**config.mk**
```make
export PLATFORM = sky130hd
export DESIGN_NAME = riscv_multicycle_ctrl
export DESIGN_NICKNAME = d
export VERILOG_FILES = /design/src/rtl/riscv_ctrl_pkg.sv /design/src/rtl/riscv_alu_decoder.sv /design/src/rtl/riscv_multicycle_ctrl.sv
export SDC_FILE = /design/constraint.sdc
export NUM_CORES = 1
export LEC_CHECK = 0
export CORE_MARGIN = 1
export CORE_UTILIZATION = 38
export CTS_CLUSTER_DIAMETER = 40
export CTS_CLUSTER_SIZE = 20
export DETAILED_ROUTE_END_ITERATION = 7
export MAX_ROUTING_LAYER = met4
export PLACE_DENSITY_LB_ADDON = 0.3
export SYNTH_ARGS = -nofsm -noshare
export SYNTH_HDL_FRONTEND = slang
export SYNTH_SLANG_ARGS = --single-unit
```
**constraint.sdc**
```tcl
create_clock -name clk -period 1.9 [get_ports clk]
set_input_delay 0.57 -clock clk [delete_from_list [all_inputs] [get_ports clk]]
set_output_delay 0.57 -clock clk [all_outputs]
set_load 0.05 [all_outputs]
```
**src/rtl/riscv_ctrl_pkg.sv**
```systemverilog
// riscv_ctrl_pkg: shared constants for the multicycle RISC-V control unit,
// datapath and ALU. Holds the 12-state FSM enum, the ALU-decoder class enum,
// opcode constants, ALU control codes and datapath mux-select encodings.
package riscv_ctrl_pkg;

  typedef enum logic [3:0] {
    S_FETCH    = 4'd0,
    S_DECODE   = 4'd1,
    S_MEMADR   = 4'd2,
    S_MEMREAD  = 4'd3,
    S_MEMWB    = 4'd4,
    S_MEMWRITE = 4'd5,
    S_EXECUTER = 4'd6,
    S_EXECUTEI = 4'd7,
    S_ALUWB    = 4'd8,
    S_BRANCH   = 4'd9,
    S_JAL      = 4'd10,
    S_ILLEGAL  = 4'd11
  } state_t;

  // Which decode table the ALU decoder applies in the current state.
  typedef enum logic [1:0] {
    ALU_CLS_ADD    = 2'd0,
    ALU_CLS_BRANCH = 2'd1,
    ALU_CLS_RTYPE  = 2'd2,
    ALU_CLS_ITYPE  = 2'd3
  } alu_class_t;

  // Opcodes
  localparam logic [6:0] OP_LW     = 7'b0000011;
  localparam logic [6:0] OP_SW     = 7'b0100011;
  localparam logic [6:0] OP_RTYPE  = 7'b0110011;
  localparam logic [6:0] OP_ITYPE  = 7'b0010011;
  localparam logic [6:0] OP_BRANCH = 7'b1100011;
  localparam logic [6:0] OP_JAL    = 7'b1101111;

  // ALU control codes
  localparam logic [3:0] ALU_ADD  = 4'b0000;
  localparam logic [3:0] ALU_SUB  = 4'b0001;
  localparam logic [3:0] ALU_AND  = 4'b0010;
  localparam logic [3:0] ALU_OR   = 4'b0011;
  localparam logic [3:0] ALU_SLT  = 4'b0101;
  localparam logic [3:0] ALU_SLTU = 4'b0110;
  localparam logic [3:0] ALU_XOR  = 4'b0111;
  localparam logic [3:0] ALU_SRL  = 4'b1000;
  localparam logic [3:0] ALU_SRA  = 4'b1001;
  localparam logic [3:0] ALU_SLL  = 4'b1010;

  // Mux selects
  localparam logic       ADR_PC     = 1'b0;
  localparam logic       ADR_RESULT = 1'b1;
  localparam logic [1:0] RES_ALUOUT = 2'b00;
  localparam logic [1:0] RES_RDATA  = 2'b01;
  localparam logic [1:0] RES_ALU    = 2'b10;
  localparam logic [1:0] SRCA_PC    = 2'b00;
  localparam logic [1:0] SRCA_OLDPC = 2'b01;
  localparam logic [1:0] SRCA_RS1   = 2'b10;
  localparam logic [1:0] SRCB_RS2   = 2'b00;
  localparam logic [1:0] SRCB_IMM   = 2'b01;
  localparam logic [1:0] SRCB_FOUR  = 2'b10;

endpackage

```
**src/rtl/riscv_alu_decoder.sv**
```systemverilog
// riscv_alu_decoder: combinational ALU-control decoder.
//   i_alu_class : decode table selected by the FSM state
//   i_funct3    : instruction bits [14:12]
//   i_funct7b5  : instruction bit 30
//   o_alu_control : 4-bit ALU operation code
module riscv_alu_decoder
  import riscv_ctrl_pkg::*;
(
  input  alu_class_t i_alu_class,
  input  logic [2:0] i_funct3,
  input  logic       i_funct7b5,
  output logic [3:0] o_alu_control
);

  always_comb begin
    o_alu_control = ALU_ADD;
    case (i_alu_class)
      ALU_CLS_ADD: o_alu_control = ALU_ADD;
      ALU_CLS_BRANCH: begin
        // beq/bne compare by subtraction, signed and unsigned ordering use slt/sltu
        case (i_funct3[2:1])
          2'b10:   o_alu_control = ALU_SLT;
          2'b11:   o_alu_control = ALU_SLTU;
          default: o_alu_control = ALU_SUB;
        endcase
      end
      ALU_CLS_RTYPE, ALU_CLS_ITYPE: begin
        case (i_funct3)
          // funct7b5 selects sub only for R-type; in I-ALU it is immediate bits
          3'b000: o_alu_control = (i_alu_class == ALU_CLS_RTYPE && i_funct7b5) ? ALU_SUB : ALU_ADD;
          3'b001: o_alu_control = ALU_SLL;
          3'b010: o_alu_control = ALU_SLT;
          3'b011: o_alu_control = ALU_SLTU;
          3'b100: o_alu_control = ALU_XOR;
          3'b101: o_alu_control = i_funct7b5 ? ALU_SRA : ALU_SRL;
          3'b110: o_alu_control = ALU_OR;
          default: o_alu_control = ALU_AND;
        endcase
      end
      default: o_alu_control = ALU_ADD;
    endcase
  end

endmodule

```
**src/rtl/riscv_multicycle_ctrl.sv**
```systemverilog
// riscv_multicycle_ctrl: Moore-FSM control unit for the multicycle RISC-V core.
// Inputs : clk, rst_n (async active-low), op, funct3, funct7b5 (from IR),
//          zero (ALU flag), mem_ready (memory access done this cycle).
// Outputs: pc_write, adr_src, mem_write, ir_write, result_src, alu_src_a,
//          alu_src_b, alu_control, reg_write, illegal_instr (sticky trap),
//          dbg_state (current FSM state encoding).
//
// Memory handshake: a memory access is requested for as long as the FSM sits
// in FETCH, MEMREAD or MEMWRITE; mem_ready high in such a cycle means the
// access completes on the next rising edge, and the FSM leaves the state on
// that edge. mem_ready is ignored in every other state.
module riscv_multicycle_ctrl
  import riscv_ctrl_pkg::*;
(
  input  logic       clk,
  input  logic       rst_n,
  input  logic [6:0] op,
  input  logic [2:0] funct3,
  input  logic       funct7b5,
  input  logic       zero,
  input  logic       mem_ready,
  output logic       pc_write,
  output logic       adr_src,
  output logic       mem_write,
  output logic       ir_write,
  output logic [1:0] result_src,
  output logic [1:0] alu_src_a,
  output logic [1:0] alu_src_b,
  output logic [3:0] alu_control,
  output logic       reg_write,
  output logic       illegal_instr,
  output logic [3:0] dbg_state
);

  state_t     r_state;
  state_t     w_decode_next;
  alu_class_t w_alu_class;
  logic       w_mem_ready;
  logic       w_branch_taken;

  // Masking with rst_n keeps the FETCH strobes low while reset is held.
  assign w_mem_ready = mem_ready & rst_n;
  assign dbg_state   = r_state;

  always_comb begin
    w_decode_next = S_ILLEGAL;
    case (op)
      OP_LW, OP_SW: w_decode_next = S_MEMADR;
      OP_RTYPE:     w_decode_next = S_EXECUTER;
      OP_ITYPE:     w_decode_next = S_EXECUTEI;
      OP_BRANCH:    w_decode_next = (funct3[2:1] == 2'b01) ? S_ILLEGAL : S_BRANCH;
      OP_JAL:       w_decode_next = S_JAL;
      default:      w_decode_next = S_ILLEGAL;
    endcase
  end

  // beq/bge/bgeu take on zero; bne/blt/bltu take on !zero.
  always_comb begin
    case (funct3)
      3'b000, 3'b101, 3'b111: w_branch_taken = zero;
      default:                w_branch_taken = ~zero;
    endcase
  end

  always_ff @(posedge clk or negedge rst_n) begin
    if (!rst_n) begin
      r_state <= S_FETCH;
    end else begin
      case (r_state)
        S_FETCH:    if (mem_ready) r_state <= S_DECODE;
        S_DECODE:   r_state <= w_decode_next;
        S_MEMADR:   r_state <= (op == OP_SW) ? S_MEMWRITE : S_MEMREAD;
        S_MEMREAD:  if (mem_ready) r_state <= S_MEMWB;
        S_MEMWB:    r_state <= S_FETCH;
        S_MEMWRITE: if (mem_ready) r_state <= S_FETCH;
        S_EXECUTER: r_state <= S_ALUWB;
        S_EXECUTEI: r_state <= S_ALUWB;
        S_ALUWB:    r_state <= S_FETCH;
        S_BRANCH:   r_state <= S_FETCH;
        S_JAL:      r_state <= S_ALUWB;
        S_ILLEGAL:  r_state <= S_ILLEGAL;
        default:    r_state <= S_FETCH;
      endcase
    end
  end

  always_comb begin
    pc_write      = 1'b0;
    adr_src       = ADR_PC;
    mem_write     = 1'b0;
    ir_write      = 1'b0;
    result_src    = RES_ALUOUT;
    alu_src_a     = SRCA_PC;
    alu_src_b     = SRCB_RS2;
    reg_write     = 1'b0;
    illegal_instr = 1'b0;
    w_alu_class   = ALU_CLS_ADD;
    case (r_state)
      S_FETCH: begin
        alu_src_b  = SRCB_FOUR;
        result_src = RES_ALU;
        ir_write   = w_mem_ready;
        pc_write   = w_mem_ready;
      end
      S_DECODE: begin
        alu_src_a = SRCA_OLDPC;
        alu_src_b = SRCB_IMM;
      end
      S_MEMADR: begin
        alu_src_a = SRCA_RS1;
        alu_src_b = SRCB_IMM;
      end
      S_MEMREAD: adr_src = ADR_RESULT;
      S_MEMWB: begin
        result_src = RES_RDATA;
        reg_write  = 1'b1;
      end
      S_MEMWRITE: begin
        adr_src   = ADR_RESULT;
        mem_write = 1'b1;
      end
      S_EXECUTER: begin
        alu_src_a   = SRCA_RS1;
        w_alu_class = ALU_CLS_RTYPE;
      end
      S_EXECUTEI: begin
        alu_src_a   = SRCA_RS1;
        alu_src_b   = SRCB_IMM;
        w_alu_class = ALU_CLS_ITYPE;
      end
      S_ALUWB: reg_write = 1'b1;
      S_BRANCH: begin
        alu_src_a   = SRCA_RS1;
        w_alu_class = ALU_CLS_BRANCH;
        pc_write    = w_branch_taken;
      end
      S_JAL: begin
        alu_src_a = SRCA_OLDPC;
        alu_src_b = SRCB_FOUR;
        pc_write  = 1'b1;
      end
      S_ILLEGAL: illegal_instr = 1'b1;
      default: ;
    endcase
  end

  riscv_alu_decoder u_alu_decoder (
    .i_alu_class   (w_alu_class),
    .i_funct3      (funct3),
    .i_funct7b5    (funct7b5),
    .o_alu_control (alu_control)
  );

endmodule

```
==> reports/metrics.csv, run 1 <==
stage;metric;value;unit
logic_synthesis;synth-simple-area-share;0.468;
cts;cts_sinks;4;
cts;cts_made_buffers;3;
outcome;failing_step;clock tree synthesis;
outcome;run_status;stopped before the end;
cts;htree_levels;1;
placed_design;post-dp-hpwl;2540;µm
die;num_rows;14;
logic_synthesis;syn_area;649;µm²
die;initial_utilization;0.417;
logic_synthesis;avgSynthCellArea;6.63;µm²
logic_synthesis;muxShareOfSynthArea;0;
die;die_h;43.3;µm
placed_design;place_congestion;0.852;
die;fp.dieW;43.3;µm
logic_synthesis;yosys_register_bits;4;
cts;clock_path_buffers;2;
logic_synthesis;synth_top_family_by_area;simple AND/OR/NAND/NOR gates;
logic_synthesis;yosysWarningCount;0;
cts;post_cts_buffers;7;
placed_design;place_area;1520;µm²
logic_synthesis;synthAdderAreaFrac;0;
logic_synthesis;synth_cells;98;
die;ios;35;
logic_synthesis;synth-compound-area-share;0.266;
logic_synthesis;yosysSeqAreaShare;0.154;
cts;postCtsResizedCells;54;
logic_synthesis;ys_types;38;
placed_design;port_buffers;34;
logic_synthesis;synth_nets;113;
cts;clock-root-buffer;clkbuf_4;
cts;cts_hold_buf;0;
outcome;tool.error;[ERROR DPL-0038] Utilization greater than 100%, impossible to legalize;
placed_design;placed_cells;170;
logic_synthesis;post_synth_xor_area_fraction;0.0270;
synth_stat cells:
cell       count  area, µm²
nor2_1        13       48.8
nand2_1       10       37.5
a21oi_1        7       35.0
nor3_1         7       35.0
nand2b_1       5       31.3
o21ai_1        5       25.0
dfrtp_1        4        100
inv_1          3       11.3
nand3_1        3       15.0
nor2b_1        3       18.8
o21ai_0        3       15.0
a31oi_1        2       12.5
and3_1         2       12.5
buf_2          2       10.0
buf_6          2       22.5
nand3b_1       2       15.0
nor3_2         2       20.0
o22ai_1        2       12.5
xnor2_1        2       17.5
a211o_1        1       8.76
a211oi_1       1       7.51
a21o_1         1       7.51
a22oi_1        1       7.51
a2bb2oi_1      1       8.76
a32oi_1        1       8.76
and2_1         1       6.26
buf_4          1       7.51
inv_2          1       3.75
nand2b_2       1       8.76
nand4_1        1       6.26
nor2_2         1       6.26
nor2_4         1       11.3
nor3b_2        1       12.5
nor4_2         1       12.5
o211ai_1       1       7.51
o21a_1         1       7.51
o41ai_1        1       8.76
or2_1          1       6.26
logic make-up after synthesis:
family | count (synthesis)
AND/OR/NAND/NOR | 55
AO/OA/AOI/OAI | 28
buffers and inverters | 9
XOR/XNOR | 2
flip-flops | 4
per-stage QoR:
step	hold WS (ns)	setup slack (ns)
after detailed placement	0.701	-0.617
after global placement	0.673	-0.512
after floorplan	0.274	-0.385
==> run 2: changes to the inputs <==
==> config.mk (replaced) <==
export PLATFORM = sky130hd
export DESIGN_NAME = riscv_multicycle_ctrl
export DESIGN_NICKNAME = d
export VERILOG_FILES = /design/src/rtl/riscv_ctrl_pkg.sv /design/src/rtl/riscv_alu_decoder.sv /design/src/rtl/riscv_multicycle_ctrl.sv
export SDC_FILE = /design/constraint.sdc
export NUM_CORES = 1
export LEC_CHECK = 0
export CORE_AREA = 2 2 63 65
export DETAILED_ROUTE_END_ITERATION = 7
export DIE_AREA = 0 0 65 67
export PLACE_DENSITY_LB_ADDON = 0.15
export SYNTH_ARGS = -nofsm -noshare
export SYNTH_HDL_FRONTEND = slang
export SYNTH_SLANG_ARGS = --single-unit
==> run 2 against run 1 <==
Compared with the run above: the flow now finishes, with violations (negative setup slack); synthesized area unchanged; synthesized cell count unchanged.
==> reports/metrics.csv, run 2 <==
stage;metric;value;unit;change
outcome;run_status;finished, violations left;;was stopped before the end
outcome;violations;negative setup slack;;
timing;clock_skew;0.000894;ns;
die;fp.dieW;65;µm;was 43.3 µm
drt;route.detailed.drc;0;;
timing;slew_violations;0;;
power_and_ir_drop;p_clk_frac;0.051;;
final_layout;fin_util;0.509;;
placed_design;place_congestion;0.828;;was 0.852
grt;grt_pass1_wl;4440;µm;
timing;slew_headroom;0.748;;
cts;cts_hold_buf;0;;unchanged
logic_synthesis;synth_nets;113;;unchanged
grt;grt_pass1_vias;1036;;
placed_design;port_buffers;34;;unchanged
drt;firstDrtPassIters;4;;
logic_synthesis;synth_cells;98;;unchanged
cts;clk_pin_slew;0.03;ns;
placed_design;post-dp-hpwl;2010;µm;was 2540 µm
logic_synthesis;yosys_register_bits;4;;unchanged
cts;cts_made_buffers;3;;unchanged
final_layout;final_cells;216;;
power_and_ir_drop;pwr-share-seq;0.070;;
power_and_ir_drop;irDropWorstVdd;0.617;mV;
final_layout;fin_nets;185;;
placed_design;pre_cts_ws;-0.491;ns;was -0.617 ns
logic_synthesis;yosysSeqAreaShare;0.154;;unchanged
worst_setup_path;crit_fanout;8;;
timing;hold_ws;0.410;ns;
worst_setup_path;cp-end-kind;output pin;;
drt;vias;994;;
final_layout;antennaDiodeCount;0;;
cts;htree_levels;1;;unchanged
die;num_rows;22;;was 14
die;die_area;4360;µm²;
final_layout;largest_reg_flops;4;;
timing;tightest_slew;0.375;ns;
drt;routed_wl;2650;µm;
grt;grt-ovfl-total;0;;
final_layout;fill_cells;330;;
logic_synthesis;yosysTopAreaCellShare;0.154;;unchanged
logic_synthesis;syn_area;649;µm²;unchanged
grt;grt_use_total;0.129;;
timing;fin_crit;2.05;ns;
power_and_ir_drop;intPower;1.79;mW;
timing;period_share;1.08;;
final_layout;final_common_cell;buf_4;;
worst_setup_path;crit_required;1.33;ns;
worst_setup_path;cp_num_buf_inv;1;;
drt;drt-wirelength-per-cell;12.2;µm;
placed_design;place_area;1560;µm²;was 1520 µm²
die;ios;35;;unchanged
cts;clock-root-buffer;clkbuf_8;;was clkbuf_4
logic_synthesis;synth_top_flop_cell;dfrtp_1;;unchanged
timing;rsz0062_at_grt;true;;
logic_synthesis;yosysWarningCount;0;;unchanged
worst_setup_path;arrival;1.48;ns;
grt;met1_usage;0.144;;
grt;grt.met3_usage;0.0118;;
cts;clock_path_buffers;2;;unchanged
final_layout;area_delta_synth_final;182;%;
logic_synthesis;synth_area_leaders;dfrtp_1 15%, nor2_1 7.5%, nand2_1 5.8%;;unchanged
worst_setup_path;reg2reg_setup_slack;0.49;ns;
timing;tns;-1.31;ns;
logic_synthesis;async_reset_ff_frac;1.00;;unchanged
worst_setup_path;critPathKind;register to output pin;;
logic_synthesis;avgSynthCellArea;6.63;µm²;unchanged
logic_synthesis;synth_top_cell_by_area;dfrtp_1;;unchanged
cts;cts_tree;yes;;
timing;setup_viol;14;;
timing;setup_slack;-0.153;ns;
timing;fmax;0.487;GHz;
drt;initialDrtViolationCount;25;;
hold_path;holdCritPathClass;primary input to asynchronous set/reset pin;;
die;initial_utilization;0.180;;was 0.417
drt;vias_per_cell;4.60;;
worst_setup_path;cpMaxStageDelayCell;dfrtp_2;;
final_layout;seq_area;108;µm²;
power_and_ir_drop;switchingPower;1.66;mW;
power_and_ir_drop;comb_power_share;0.878;;
worst_setup_path;critical_path.cell_chain;or2_4 -> nor3_4 -> and3_4 -> buf_12;;
placed_design;placed_cells;202;;was 170
power_and_ir_drop;leakage;0.743;nW;
logic_synthesis;synth_edf_count;0;;unchanged
power_and_ir_drop;p_per_area;1880;nW/µm²;
worst_setup_path;crit_path_start_kind;register;;
run;drv_cap;0;;
grt;antenna_found_initial;0;;
die;die_h;67;µm;was 43.3 µm
grt;busiest_layer;met2;;
grt;use_met2;0.246;;
power_and_ir_drop;power;3.45;mW;
worst_setup_path;cp_top_family;simple AND/OR/NAND/NOR gates;;
logic_synthesis;synth.most_common_cell;nor2_1;;unchanged
power_and_ir_drop;swShare;0.482;;
cts;clock_latency;0.21;ns;
timing;hold_viol;0;;
final_layout;layout_common_cells;24 x buf_4, 20 x buf_12, 13 x buf_6;;
final_layout;fin_area;1830;µm²;
grt;grt_max_degree;10;;
final_layout;drive_gt1_frac;0.661;;
drt;drtAntennaViolNets;0;;
die;fp.coreArea;3610;µm²;
logic_synthesis;synth_common_cells;13 x nor2_1, 10 x nand2_1, 7 x a21oi_1, 7 x nor3_1;;unchanged
cts;cts_sinks;4;;unchanged
logic_synthesis;ys_types;38;;unchanged
final_layout;multi_input_area;744;µm²;
worst_setup_path;slowest_delay;0.48;ns;
-- run 2: cell counts after synthesis --
Identical to the previous run, type by type.
-- run 2: kinds of logic after synthesis --
group	synth area share
XOR/XNOR	0.0270
AO/OA/AOI/OAI	0.266
buffers and inverters	0.0848
AND/OR/NAND/NOR	0.468
flip-flops	0.154
-- run 2: path summary, 6_finish.rpt --
path | startpoint | end | cells after the start
min in group clk | dbg_state[2]$_DFFE_PN0P_ | dbg_state[3]$_DFFE_PN0P_ | 2
worst max register to register | dbg_state[0]$_DFFE_PN0P_ | dbg_state[2]$_DFFE_PN0P_ | 5
worst max-delay path | dbg_state[1]$_DFFE_PN0P_ | ir_write | 4
worst min register to register | dbg_state[2]$_DFFE_PN0P_ | dbg_state[3]$_DFFE_PN0P_ | 2
worst min-delay path | rst_n | dbg_state[0]$_DFFE_PN0P_ | 2
max in group asynchronous | rst_n | dbg_state[2]$_DFFE_PN0P_ | 2
-- run 2: cell type report --
cell class / count / area share
Tap cell: 48 / 0.0327
Inverter: 4 / 0.00955
Sequential cell: 4 / 0.0587
Timing Repair Buffer: 72 / 0.471
Multi-Input combinational cell: 85 / 0.406
Clock buffer: 3 / 0.0225
-- run 2: power by group through the flow --
stage	sequential [mW]	clock [mW]	combinational (mW)
detailed placement	0.236	0	2.60
CTS	0.238	0.180	2.95
global route	0.256	0.189	3.16
floorplan	0.348	0	1.33
global placement	0.233	0	2.58
finish	0.243	0.176	3.03
-- run 2: worst reg2reg max path: stages (launching register included) --
cell	delay [ns]
dfrtp_2	0.46
nand2b_1	0.22
buf_4	0.16
o22ai_1	0.16
a32oi_1	0.15
nor3_2	0.17
-- run 2: per-layer routing --
metal  vias to the layer above  share of wire
met4                         0          0.020
met1                       464           0.40
li1                        496              -
met2                        28           0.55
met5                         -              0
met3                         6          0.031
-- run 2: repair_timing --
item | in CTS | in global routing
gates cloned | 0 | 0
buffers inserted | 10 | 1
resized for setup | 44 | 12
setup endpoints to repair | 16 | 16
pin swaps | 17 | 5
(Power assumes the default switching activity.)
